[config.mk]
export PLATFORM = sky130hd
export DESIGN_NAME = clk_div_ctrl_flat
export DESIGN_NICKNAME = d
export VERILOG_FILES = /design/src/rtl/clk_div_ctrl_if.sv /design/src/rtl/clk_div_ctrl.sv /design/src/flat_wrapper.sv
export SDC_FILE = /design/constraint.sdc
export NUM_CORES = 1
export LEC_CHECK = 0
export CAP_MARGIN = 0
export CORE_UTILIZATION = 50
export CTS_CLUSTER_SIZE = 14
export DETAILED_ROUTE_END_ITERATION = 12
export GPL_TIMING_DRIVEN = 0
export PLACE_DENSITY = 0.74
export SETUP_SLACK_MARGIN = 0.2
export SLEW_MARGIN = 20
export SYNTH_ARGS = -nofsm -noshare
export SYNTH_HDL_FRONTEND = slang
export SYNTH_SLANG_ARGS = --single-unit
[constraint.sdc]
create_clock -name clk_50M -period 4.37 [get_ports clk_50M]
set_clock_uncertainty 0.15 [all_clocks]
set_input_delay 1.311 -clock clk_50M [delete_from_list [all_inputs] [get_ports clk_50M]]
set_output_delay 1.311 -clock clk_50M [all_outputs]
set_load 0.01 [all_outputs]
[src/rtl/clk_div_ctrl_if.sv]
// Divisor programming handshake between a controller and clk_div_ctrl.
interface clk_div_ctrl_if #(
  parameter int unsigned CNT_W = 28
) ();
  logic [CNT_W-1:0] div_in;
  logic             div_valid;
  logic             div_ready;
  logic             div_err;

  modport master (output div_in, div_valid, input  div_ready, div_err);
  modport slave  (input  div_in, div_valid, output div_ready, div_err);
endinterface

[src/rtl/clk_div_ctrl.sv]
// Programmable clock-enable / square-wave generator with glitch-free divisor updates.
// Optional single-period mode is enabled with `define CLK_DIV_CTRL_ONESHOT_EN.
module clk_div_ctrl #(
  parameter int unsigned CNT_W       = 28,
  parameter int unsigned DEFAULT_DIV = 50_000_000,
  parameter int unsigned MIN_DIV     = 2
) (
  input  logic             clk_50M,
  input  logic             rst,
  input  logic             en,
`ifdef CLK_DIV_CTRL_ONESHOT_EN
  input  logic             oneshot,
`endif
  clk_div_ctrl_if.slave    div_bus,
  output logic             tick,
  output logic             clk_out,
  output logic [CNT_W-1:0] cur_div,
  output logic             running
);

  typedef enum logic [1:0] {STOP, RUN, PEND} state_t;

  state_t           state_q, state_d;
  logic [CNT_W-1:0] cnt_q, cnt_d;
  logic [CNT_W-1:0] cur_div_q, cur_div_d;
  logic [CNT_W-1:0] pend_q, pend_d;
  logic             clk_out_q, clk_out_d;
  logic             tick_q, tick_d;
  logic             div_ready_q, div_ready_d;
  logic             div_err_q, div_err_d;
  logic             running_q, running_d;
  logic             shot_q, shot_d;   // current run is a single period
  logic             hold_q, hold_d;   // single period done, wait for en to drop

  logic oneshot_i;
`ifdef CLK_DIV_CTRL_ONESHOT_EN
  assign oneshot_i = oneshot;
`else
  assign oneshot_i = 1'b0;
`endif

  logic xfer, legal, take, wrap, stop_req;
  assign xfer     = div_bus.div_valid & div_ready_q;
  assign legal    = div_bus.div_in >= CNT_W'(MIN_DIV);
  assign take     = xfer & legal;
  assign wrap     = cnt_q == (cur_div_q - CNT_W'(1));
  assign stop_req = ~en | shot_q;

  always_comb begin
    state_d     = state_q;
    cnt_d       = cnt_q;
    cur_div_d   = cur_div_q;
    pend_d      = pend_q;
    div_ready_d = div_ready_q;
    shot_d      = shot_q;
    hold_d      = hold_q & en;
    clk_out_d   = 1'b0;
    tick_d      = 1'b0;
    div_err_d   = xfer & ~legal;
    unique case (state_q)
      STOP: begin
        cnt_d = '0;
        if (take) cur_div_d = div_bus.div_in;
        if (en && !hold_q) begin
          state_d = RUN;
          shot_d  = oneshot_i;
        end
      end
      default: begin
        clk_out_d = cnt_q >= (cur_div_q >> 1);
        tick_d    = wrap;
        cnt_d     = wrap ? '0 : cnt_q + CNT_W'(1);
        if (wrap && state_q == PEND) begin
          cur_div_d   = pend_q;
          div_ready_d = 1'b1;
          state_d     = RUN;
        end
        // A divisor offered on the stopping wrap behaves as if offered in STOP.
        if (wrap && stop_req) begin
          state_d = STOP;
          shot_d  = 1'b0;
          hold_d  = shot_q;
          if (take) cur_div_d = div_bus.div_in;
        end else if (take) begin
          pend_d      = div_bus.div_in;
          div_ready_d = 1'b0;
          state_d     = PEND;
        end
      end
    endcase
    running_d = state_d != STOP;
  end

  always_ff @(posedge clk_50M or posedge rst) begin
    if (rst) begin
      state_q     <= STOP;
      cnt_q       <= '0;
      cur_div_q   <= CNT_W'(DEFAULT_DIV);
      pend_q      <= '0;
      clk_out_q   <= 1'b0;
      tick_q      <= 1'b0;
      div_ready_q <= 1'b1;
      div_err_q   <= 1'b0;
      running_q   <= 1'b0;
      shot_q      <= 1'b0;
      hold_q      <= 1'b0;
    end else begin
      state_q     <= state_d;
      cnt_q       <= cnt_d;
      cur_div_q   <= cur_div_d;
      pend_q      <= pend_d;
      clk_out_q   <= clk_out_d;
      tick_q      <= tick_d;
      div_ready_q <= div_ready_d;
      div_err_q   <= div_err_d;
      running_q   <= running_d;
      shot_q      <= shot_d;
      hold_q      <= hold_d;
    end
  end

  assign div_bus.div_ready = div_ready_q;
  assign div_bus.div_err   = div_err_q;
  assign tick              = tick_q;
  assign clk_out           = clk_out_q;
  assign cur_div           = cur_div_q;
  assign running           = running_q;

endmodule

[src/flat_wrapper.sv]
// flat-port wrapper written by rule: the top's interface ports become plain ports
module clk_div_ctrl_flat 
#(
  parameter int unsigned CNT_W       = 28,
  parameter int unsigned DEFAULT_DIV = 50_000_000,
  parameter int unsigned MIN_DIV     = 2
)
  (clk_50M, rst, en, tick, clk_out, cur_div, running, div_bus_div_in, div_bus_div_valid, div_bus_div_ready, div_bus_div_err);
  clk_div_ctrl_if #(.CNT_W(CNT_W)) div_bus_i ();
  input  logic clk_50M;
  input  logic rst;
  input  logic en;
  output logic tick;
  output logic clk_out;
  output logic [CNT_W-1:0] cur_div;
  output logic running;
  input wire logic [$bits(div_bus_i.div_in)-1:0] div_bus_div_in;
  input wire logic [$bits(div_bus_i.div_valid)-1:0] div_bus_div_valid;
  output wire logic [$bits(div_bus_i.div_ready)-1:0] div_bus_div_ready;
  output wire logic [$bits(div_bus_i.div_err)-1:0] div_bus_div_err;
  assign div_bus_i.div_in = div_bus_div_in;
  assign div_bus_i.div_valid = div_bus_div_valid;
  assign div_bus_div_ready = div_bus_i.div_ready;
  assign div_bus_div_err = div_bus_i.div_err;
  clk_div_ctrl #(.CNT_W(CNT_W), .DEFAULT_DIV(DEFAULT_DIV), .MIN_DIV(MIN_DIV)) u_core (.clk_50M(clk_50M), .rst(rst), .en(en), .div_bus(div_bus_i), .tick(tick), .clk_out(clk_out), .cur_div(cur_div), .running(running));
endmodule
After elaboration in Yosys (flattened, before gate mapping)

Index checks and enable logic that the tools add are counted.

Register bits: 93
Word-level logic and storage cells: 59
Output and inout bits: 33
Input port bits: 32

Multiplexer cells: 22
Bitwise gates (word level): 9
Order comparisons: 2
Reduce and logical (&&, ||, !) cells: 9
Equality and inequality tests: 4
Add/sub/neg operators: 2

Operators with widths:

| cell                                                                                 | count |
|---|---|
| 28-bit 2-to-1 mux                                                                    | 7 |
| 28-bit by 1-bit adder with 28-bit output, second input constant                      | 1 |
| 28-bit == test                                                                       | 1 |
| 28-bit by 2-bit greater-or-equal comparator with 1-bit output, second input constant | 1 |
| 28-bit by 27-bit greater-or-equal comparator with 1-bit output                       | 1 |
| 28-bit by 1-bit subtractor with 28-bit output, second input constant                 | 1 |
| 1-bit 2-to-1 mux                                                                     | 10 |
| 2-bit 2-to-1 mux                                                                     | 5 |
| 1-bit bitwise AND                                                                    | 4 |
| 2-bit by 1-bit != test with 1-bit output, second input constant                      | 2 |
| 1-bit inverter                                                                       | 4 |
| 2-bit nonzero test                                                                   | 2 |
| 1-bit logical AND                                                                    | 3 |
| 3-bit AND reduction                                                                  | 1 |
| 2-bit == test, second input constant                                                 | 1 |
| 2-bit zero test                                                                      | 1 |
| 2-bit AND reduction                                                                  | 1 |
| 1-bit zero test                                                                      | 1 |
| 1-bit bitwise OR                                                                     | 1 |

Logic depth before layout (Yosys ltp)

Gate-level depths: netlist of the first run.

Word-level depth: 8
Mapped depth: 14
Mapped depth without buffers: 11

Worst setup path after synthesis of the first run

No wires, ideal clock.

Path type: flip-flop to flip-flop
Start point: register u_core.cur_div_q[0] (netlist: u_core.cur_div[0])
End point: register u_core.pend_q[10]
Data required time: 4.095 ns
Setup slack: 0.629 ns
Arrival: 3.466 ns
Clock period less this slack: 3.741 ns
Library setup time: 0.125 ns
Path buffers: 3
Cell stages (with the launch flop): 15
Cell sequence: dfrtp_1 inv_1 ha_1 nor3b_2 nand4_2 or4_1 o21ai_0 nand3_1 a22o_1 buf_6 or4_4 and3_4 buf_6 buf_6 mux2_4

Cells in the longest elaborated chain, start to end: 5

Ends and longest elaborated chain:

| what                                          | RTL line            | RTL |
|---|---|---|
| from (decl)                                   | clk_div_ctrl.sv:25  | `logic [CNT_W-1:0] cur_div_q, cur_div_d;` |
| from (signal assigned)                        | clk_div_ctrl.sv:98  | `cur_div_q <= CNT_W'(DEFAULT_DIV);` |
| from (signal assigned)                        | clk_div_ctrl.sv:110 | `cur_div_q <= cur_div_d;` |
| 28-bit by 1-bit subtractor with 28-bit output | clk_div_ctrl.sv:46  | `assign wrap = cnt_q == (cur_div_q - CNT_W'(1));` |
| 28-bit == test                                | clk_div_ctrl.sv:46  |  |
| 1-bit logical AND                             | clk_div_ctrl.sv:79  | `if (wrap && stop_req) begin` |
| 1-bit inverter (no source line)               | n/a                 |  |
| 3-bit AND reduction (no source line)          | n/a                 |  |
| to (signal assigned)                          | clk_div_ctrl.sv:111 | `pend_q <= pend_d;` |
| to (decl)                                     | clk_div_ctrl.sv:26  | `logic [CNT_W-1:0] pend_q, pend_d;` |

No other way between the ends.
A chain may end at the register's enable or synchronous reset.

Final worst setup path of the first run

Ends and elaborated chain as after synthesis.

==> results.ini, run 1 <==
[die]
fp-row-count=39
dieWidth_um=110
floorplan.die_area_um2=12100
dieHeight_um=110
initial_utilization_pct=51.2
placeableCoreArea_um2=11400
design.portCount=65

[synth]
synth-compound-area-share_pct=15.3
synth_seq_cells=92
avgSynthCellArea_um2=9.96
xor_xnor_cell_area_share_of_the_yosys_netlist_pct=8.73
netlist-cell-type-count=65
synth_top_flop_cell=dfrtp_1
netlist_instances=584
postSynth.asyncResetShare_pct=100
synthesis.area_um2=5820
sequential_fraction_of_the_synthesis_area_pct=39.9
synth_top_family_by_area=simple AND/OR/NAND/NOR gates
synth-edff-count=0
post_synth_mux_area_share_pct=6.37
synth_simple_gate_area_share_pct=19.3
synthesis.nets=645
yosys_warnings=0
synth_adder_area_share_pct=6.24

[global_routing]
pin_count_of_the_biggest_net_entering_global_routing=56
grt_remaining_overflow=0
grt_pass1_wl_mm=23.7
grt.total_usage_pct=26.1
antenna_violations_before_repair=0
grt_pass1_vias=4721

[pwr]
static-leakage-power_uw=0.00316
pwr_density_cell_nw_per_um2=589
vdd_ir_max_mv=0.361
p_total_uw=4150

[final_layout]
areaGrowthSynthToFinish_pct=21.0
finalCoreUtilization_pct=61.9
insertedDiodeCount=0
nFillCells=956
multi_input_gate_area_in_the_final_layout_um2=3290
share_of_layout_cells_above_drive_strength_1_pct=10.9
area.sequential_um2=2320
final_net_count=725

[clock_tree]
clock-root-buffer=clkbuf_16
numClockSinks=92
cts.hold.buffers_added=0
insertion_delay_ns=0.35
h_tree_levels=3
tritoncts_clock_tree=built
number_of_buffers_created_by_cts=9
cts.path.max_buffers=2
clk_pin_slew_worst_paths_ns=0.06

[worst_setup_path]
worst_ep_required_time_ns=4.46
start_kind=flip-flop
worst-setup-path-type=flip-flop to flip-flop
worstSetupEndpointType=flip-flop
biggest_fanout_along_the_worst_timing_path=10
cp_data_arrival_time_ns=4.07

[sta]
layout_worst_path_cycle_share_pct=91.2
setup_repair_after_global_routing_missed_its_margin=no
clock.fmax_mhz=251
maxSlewHeadroom_pct=53.4
finalSetupViolCount=0
pin_slew_with_the_least_headroom_to_its_limit_ns=0.700
hold_viol=0
finalWorstPathRequiredPeriod_ns=3.99
slew_viol_final=0

[drt]
wirelength_mm=14.6
detailroute.via_count=4827
drt.antenna.violating_nets=0
first_pass_iters=5
avgRoutedWirePerCell_um=18.0
remaining_drcs=0
viasPerCell=5.94
drtIter0Drc=391

[flow_run]
max-cap-violations=0

[placement]
placement.io_buffers=64
hpwlAfterDp_mm=10.9
gp_congestion=0.923

[run_status]
status=completed

[hold_path]
holdCritPathClass=flip-flop to flip-flop

-- layer usage --
layer / track usage [%] / share of wire, % / up-vias
li1: - / - / 2295
met1: 34.6 / 45 / 2377
met2: 42.4 / 49 / 125
met3: 2.85 / 4.0 / 30
met4: 13.0 / 2.6 / 0
met5: 0 / 0 / -
-- cells in the final DEF (no fill, tap or decap), types with 6 or more instances in the layout --
cell type,n
dfrtp_1,79
clkdlybuf4s50_1,64
nor2_1,49
a21o_1,37
inv_1,33
xnor2_1,31
ha_1,29
xor2_1,27
a22o_1,27
nand2_1,26
nand4_1,24
nand3_1,20
mux2_1,19
nor3_1,13
dfstp_2,13
clkbuf_1,11
o21ai_0,11
a21oi_1,11
nor4_1,10
mux2_4,9
clkbuf_16,9
or4_1,7
buf_2,6
-- synth_stat cells (4+ instances only) --
library cell  instances  area [um2]
dfstp_2              13         342
xor2_1               27         236
a21o_1               37         278
nor2b_1               5        31.3
xnor2_1              31         272
or4_1                 7        52.6
and4_1                5        43.8
o21ai_0              12        60.1
nand4_1              24         150
clkbuf_1             14        52.6
inv_1                34         128
a21oi_1              12        60.1
and3_1                5        31.3
ha_1                 29         363
nor2_1               49         184
nor4_1               11        68.8
nor3_1               13        65.1
mux2_4                9         135
and2_1                5        31.3
buf_2                 6        30.0
nand3_1              20         100
a22o_1               27         236
nand2b_1              4        25.0
nand2_1              26        97.6
mux2_1               19         214
o31ai_1               5        37.5
dfrtp_1              79        1980
-- cells by family after synthesis --
group | after synthesis
simple gates | 198
xor+xnor | 58
fa+ha+maj | 29
compound gates | 119
mux | 30
flops | 92
buf+inv | 58
-- where the power goes --
part | total, uW | leakage, uW | switching, uW | internal [uW]
combinational | 1780 | 0.00188 | 901 | 875
sequential | 1570 | 0.00114 | 390 | 1180
clock | 801 | 0.000146 | 340 | 461
total | 4150 | 0.00316 | 1630 | 2510
-- worst paths after layout --
check / startpoint / endpoint / slack (ns) / depth (start not counted)
max in group asynchronous: rst / u_core.cur_div[25] / 2.09 / 3
worst min register to register: u_core.pend_q[16] / u_core.pend_q[16] / 0.34 / 1
worst max-delay path: u_core.cur_div[0] / u_core.pend_q[10] / 0.38 / 14
worst max register to register: u_core.cur_div[0] / u_core.pend_q[10] / 0.38 / 14
min in group asynchronous: rst / u_core.pend_q[4] / 1.27 / 2
worst min-delay path: u_core.pend_q[16] / u_core.pend_q[16] / 0.34 / 1
-- sequential cells by signal, indices dropped and copies added (netlist names), 2 cells and up --
signal,cells
u_core.state_q,2
u_core.cnt_q,28
u_core.cur_div,28
u_core.pend_q,28
-- area by class of cell --
type | count | share of cell area [%]
inverter | 34 | 1.85
sequential | 92 | 32.9
multi-input combinational | 434 | 46.8
timing repair buffer | 69 | 9.81
tap | 143 | 2.54
buffer | 24 | 1.78
clock inverter | 5 | 0.853
clock buffer | 11 | 3.45
-- metrics by stage --
step / TNS, ns / area (um2) / hold slack, ns / instances / setup slack, ns
after floorplan: 0 / 5820 / 0.308 / 584 / 0.539
after global placement: -65.79 / 6640 / 0.318 / 791 / -0.776
after detailed placement: -7.72 / 6660 / 0.327 / 792 / -0.285
after CTS: 0 / 6990 / 0.341 / 810 / 0.209
after global routing: 0 / 7040 / 0.354 / 812 / 0.209
final: 0 / 7040 / 0.341 / 812 / 0.383
-- worst max-delay path: stages (launching register included) --
cell and delay, ns:
dfrtp_1 0.44, inv_1 0.12, ha_1 0.22, nor3b_4 0.33
nand4_2 0.24, or4_1 0.45, o21ai_0 0.08, nand3_1 0.09
a22o_1 0.24, buf_6 0.15, or4_4 0.53, and3_4 0.20
buf_6 0.15, buf_6 0.16, mux2_4 0.30
-- timing repair --
item	4_1_cts	5_1_grt
buffers inserted	2	2
resized for setup	5	8
setup endpoints to repair	32	60
pin swaps	2	0
(Power assumes the default switching activity.)
==> inputs of run 2 (changes only) <==
--- a/config.mk
+++ b/config.mk
@@ -12,7 +12,6 @@
 export GPL_TIMING_DRIVEN = 0
 export PLACE_DENSITY = 0.74
 export SETUP_SLACK_MARGIN = 0.2
-export SLEW_MARGIN = 20
 export SYNTH_ARGS = -nofsm -noshare
 export SYNTH_HDL_FRONTEND = slang
 export SYNTH_SLANG_ARGS = --single-unit
==> results.ini, run 2 (same netlist as run 1, synthesis figures left out) <==
[worst_setup_path]
worst-setup-path-type=flip-flop to flip-flop
timing.critical_path.slowest_stage_cell=or4_4
beginning_of_the_critical_path=u_core.cur_div[0]
biggest_fanout_along_the_worst_timing_path=10
crit_path_frequent_cell=buf_6
worstSetupEndpointType=flip-flop
start_kind=flip-flop
worst_ep_required_time_ns=4.46
path_cells=inv_1 > ha_1 > nor3b_4 > nand4_2 > or4_1 > o21ai_0 > nand3_1 > a22o_1 > buf_6 > or4_4 > and3_4 > buf_6 > buf_6 > mux2_4
cpPeakStageDelay_ns=0.53
crit-reg2reg-launch=u_core.cur_div[0]
rr_worst_depth=14
cp_data_arrival_time_ns=4.15

[final_layout]
finalCoreUtilization_pct=62.1
areaGrowthSynthToFinish_pct=21.5
final_cell_count_no_fill=813
mostFrequentLayoutCells=79 x dfrtp_1, 64 x clkdlybuf4s50_1, 49 x nor2_1
final_net_count=726
insertedDiodeCount=0
final_common_cell=dfrtp_1
share_of_layout_cells_above_drive_strength_1_pct=11.3
post-route-cell-area_um2=7070

[sta]
pin_slew_with_the_least_headroom_to_its_limit_ns=0.612
layout_worst_path_cycle_share_pct=93.0
slew_viol_final=0
maxSlewHeadroom_pct=58.9
timing.hold.ws_ns=0.340
setup_repair_after_global_routing_missed_its_margin=no
clock.fmax_mhz=246
setup_slack_ns=0.305
hold_viol=0
finalWorstPathRequiredPeriod_ns=4.06
finalSetupViolCount=0

[drt]
first_pass_iters=5
detailroute.via_count=4857
avgRoutedWirePerCell_um=18.1
viasPerCell=5.97
wirelength_mm=14.7
drtIter0Drc=275
drt.antenna.violating_nets=0
remaining_drcs=0

[clock_tree]
cts.hold.buffers_added=0
clk_pin_slew_worst_paths_ns=0.07
h_tree_levels=3
number_of_buffers_created_by_cts=9
cts.path.max_buffers=2
numClockSinks=92
insertion_delay_ns=0.35
clock-root-buffer=clkbuf_16
tritoncts_clock_tree=built

[global_routing]
pin_count_of_the_biggest_net_entering_global_routing=76
antenna_violations_before_repair=0
grt_remaining_overflow=0
grt.total_usage_pct=26.0
grt_pass1_wl_mm=23.6
grt_pass1_vias=4721

[pwr]
clock_power_share_pct=19.6
pwr_density_cell_nw_per_um2=590
vdd_ir_max_mv=0.349
static-leakage-power_uw=0.00317
power_frac_comb_pct=42.7
p_int_uw=2520
power.switching_uw=1640
power_frac_seq_pct=37.7
swShare_pct=39.5

[placement]
gp_congestion=0.923
place.detailed.instances=792
hpwlAfterDp_mm=10.9
placement.cell_area_um2=6670
placement.io_buffers=64
pre_cts_ws_ns=-0.244

[die]
initial_utilization_pct=51.2
fp-row-count=39
dieWidth_um=110
placeableCoreArea_um2=11400
design.portCount=65
dieHeight_um=110
floorplan.die_area_um2=12100

[hold_path]
holdCritPathClass=flip-flop to flip-flop
hold_path_depth=1
worstHoldStart=u_core.pend_q[26]

[run_status]
status=completed

[flow_run]
max-cap-violations=0

[run 2: final timing paths]
check                                endpoint  slack [ns]
max                         u_core.pend_q[10]        0.31
min                         u_core.pend_q[26]        0.34
max reg2reg                 u_core.pend_q[10]        0.31
min reg2reg                 u_core.pend_q[26]        0.34
max in group asynchronous  u_core.cur_div[20]        2.31
min in group asynchronous    u_core.pend_q[4]        1.10
[run 2: worst max-delay path: cells and delay by family, from the launching register on]
kind | cells | cell delay (ns)
AO/OA/AOI/OAI | 2 | 0.33
flip-flops | 1 | 0.45
AND/OR/NAND/NOR | 6 | 1.91
multiplexers | 1 | 0.30
buffers and inverters | 4 | 0.58
adder cells (fa/ha/maj) | 1 | 0.22
[run 2: final cells by class]
cell class	count	area (um2)
well taps	143	179
clock inverters	6	70.1
fillers	943	4300
repair buffers	70	706
multi-input cells	434	3300
plain buffers	24	125
inverters	34	130
clock buffers	10	239
flip-flops and latches	92	2320
[run 2: routing by layer]
| metal | wire, um | global-route usage [%] |
|---|---|---|
| met1 | 6540 | 33.3 |
| met3 | 623 | 4.09 |
| met4 | 415 | 12.7 |
| met5 | 0 | 0 |
| met2 | 7130 | 42.7 |
[run 2: metrics by stage]
stage,power [uW],TNS [ns]
6_report,4170,0
5_1_grt,4410,0
3_5_place_dp,3270,-7.07
3_3_place_gp,3180,-65.79
4_1_cts,4120,0
2_1_floorplan,2610,0
[run 2: power by group through the flow]
stage	registers [uW]	clock network, uW	logic (uW)
after CTS	1560	827	1730
after floorplan	1500	0	1100
final	1570	818	1780
after global placement	1550	0	1630
after global routing	1610	859	1950
after detailed placement	1570	0	1700
[run 2: timing repair]
action,4_1_cts,5_1_grt
resized for setup,4,9
setup buffers,3,2
endpoints found under the setup margin,32,60
pin swaps,2,0
==> inputs of run 3 (changes only) <==
--- a/config.mk
+++ b/config.mk
@@ -6,11 +6,10 @@
 export NUM_CORES = 1
 export LEC_CHECK = 0
 export CAP_MARGIN = 0
-export CORE_UTILIZATION = 50
+export CORE_UTILIZATION = 30
 export CTS_CLUSTER_SIZE = 14
 export DETAILED_ROUTE_END_ITERATION = 12
-export GPL_TIMING_DRIVEN = 0
-export PLACE_DENSITY = 0.74
+export PLACE_DENSITY = 0.5
 export SETUP_SLACK_MARGIN = 0.2
 export SYNTH_ARGS = -nofsm -noshare
 export SYNTH_HDL_FRONTEND = slang
==> results.ini, run 3 (same netlist as run 1, synthesis figures left out) <==
[drt]
viasPerCell=5.16
first_pass_iters=6
avgRoutedWirePerCell_um=17.5
wirelength_mm=16.0
remaining_drcs=0
drtIter0Drc=233
drt.antenna.violating_nets=0
detailroute.via_count=4736

[flow_run]
max-cap-violations=0

[final_layout]
final_net_count=714
post-route-cell-area_um2=7190
finalCoreUtilization_pct=38.2
areaGrowthSynthToFinish_pct=23.6
final_common_cell=dfrtp_1
share_of_layout_cells_above_drive_strength_1_pct=11.6
mostFrequentLayoutCells=79 x dfrtp_1, 64 x clkdlybuf4s50_1, 49 x nor2_1
insertedDiodeCount=0

[worst_setup_path]
worst-setup-path-type=input port to flip-flop
start_kind=input port
worstSetupEndpointType=flip-flop
worst_ep_required_time_ns=4.51
rr_worst_depth=9
cp_data_arrival_time_ns=4.15
crit-reg2reg-launch=u_core.cur_div[4]
ff2ff_setup_slack_ns=0.44
biggest_fanout_along_the_worst_timing_path=13
rr_endpoint=u_core.pend_q[25]

[sta]
setup_repair_after_global_routing_missed_its_margin=no
finalSetupViolCount=0
finalWorstPathRequiredPeriod_ns=4.01
layout_worst_path_cycle_share_pct=91.7
hold_viol=0
pin_slew_with_the_least_headroom_to_its_limit_ns=0.701
clock.fmax_mhz=249
slew_viol_final=0
maxSlewHeadroom_pct=53.3

[clock_tree]
clk_pin_slew_worst_paths_ns=0.07
number_of_buffers_created_by_cts=9
clock-root-buffer=clkbuf_16
cts.path.max_buffers=2
insertion_delay_ns=0.36
h_tree_levels=3
tritoncts_clock_tree=built
numClockSinks=92

[hold_path]
worstHoldStart=u_core.pend_q[21]
hold_path_depth=1
holdCritPathClass=flip-flop to flip-flop
timing.hold.worst_endpoint=u_core.pend_q[21]

[global_routing]
grt_pass1_wl_mm=26.0
grt_remaining_overflow=0
pin_count_of_the_biggest_net_entering_global_routing=62
grt.total_usage_pct=16.8
antenna_violations_before_repair=0
grt_pass1_vias=4840

[placement]
placement.cell_area_um2=6830
gp_congestion=0.831
hpwlAfterDp_mm=11.7
placement.io_buffers=64

[die]
design.portCount=65
initial_utilization_pct=30.9
fp-row-count=50
floorplan.die_area_um2=20000
dieWidth_um=141
dieHeight_um=141
placeableCoreArea_um2=18800

[pwr]
static-leakage-power_uw=0.00315
vdd_ir_max_mv=0.236
pwr_density_cell_nw_per_um2=577

[run_status]
status=completed

==> run 3: metrics by stage <==
| step | TNS, ns | hold WS (ns) | worst slack, ns | power (uW) | std cells |
|---|---|---|---|---|---|
| 2_1_floorplan | 0 | 0.308 | 0.539 | 2610 | 584 |
| 3_3_place_gp | -0.0858 | 0.318 | -0.0346 | 3280 | 900 |
| 3_5_place_dp | -2.31 | 0.326 | -0.128 | 3320 | 900 |
| 4_1_cts | 0 | 0.341 | 0.214 | 4160 | 916 |
| 5_1_grt | 0 | 0.356 | 0.224 | 4440 | 918 |
| 6_report | 0 | 0.336 | 0.361 | 4150 | 918 |
==> run 3: metal layers <==
layer	global-route usage [%]	vias up	part of all wire (%)
met5	0	-	0
met1	22.2	2358	47
met3	2.07	19	2.5
li1	-	2280	-
met2	27.6	79	49
met4	7.38	0	2.2
==> run 3: how the worst max path moves through the flow <==
stage	start	to	slack, ns
final	div_bus_div_in[14]	u_core.cur_div[8]	0.36
after detailed placement	div_bus_div_in[14]	u_core.cur_div[0]	-0.13
after global routing	div_bus_div_in[14]	u_core.cur_div[12]	0.22
after floorplan	rst	u_core.clk_out	0.54
after global placement	div_bus_div_in[14]	u_core.cur_div[0]	-0.03
after CTS	u_core.cur_div[0]	u_core.cur_div[0]	0.21
==> run 3: timing repair <==
item / 4_1_cts / 5_1_grt
setup buffers: 0 / 1
endpoints found under the setup margin: 0 / 55
gates resized for setup: 0 / 5
hold buffers: 0 / 0
==> run 3: final cells by class <==
class / instances / area, um2
fillers: 1853 / 11600
multi-input cells: 435 / 3310
flip-flops and latches: 92 / 2320
repair buffers: 81 / 806
well taps: 260 / 325
clock buffers: 9 / 225
inverters: 34 / 129
clock inverters: 7 / 73.8
==> run 3: critical path, cell delays in order <==
cell and delay (ns):
clkdlybuf4s50_1 0.55, or4_1 0.14, nor2_1 0.04, nand3_1 0.09, o21ba_2 0.19, nor2b_1 0.40, nand4_1 0.35, o31ai_4 0.74
a22o_1 0.25, a21o_1 0.08
==> run 3: where the power goes <==
part           leakage [uW]  internal, uW  total (uW)  switching [uW]
registers           0.00114          1180        1630             448
clock network      0.000146           447         804             357
logic               0.00187           866        1710             849
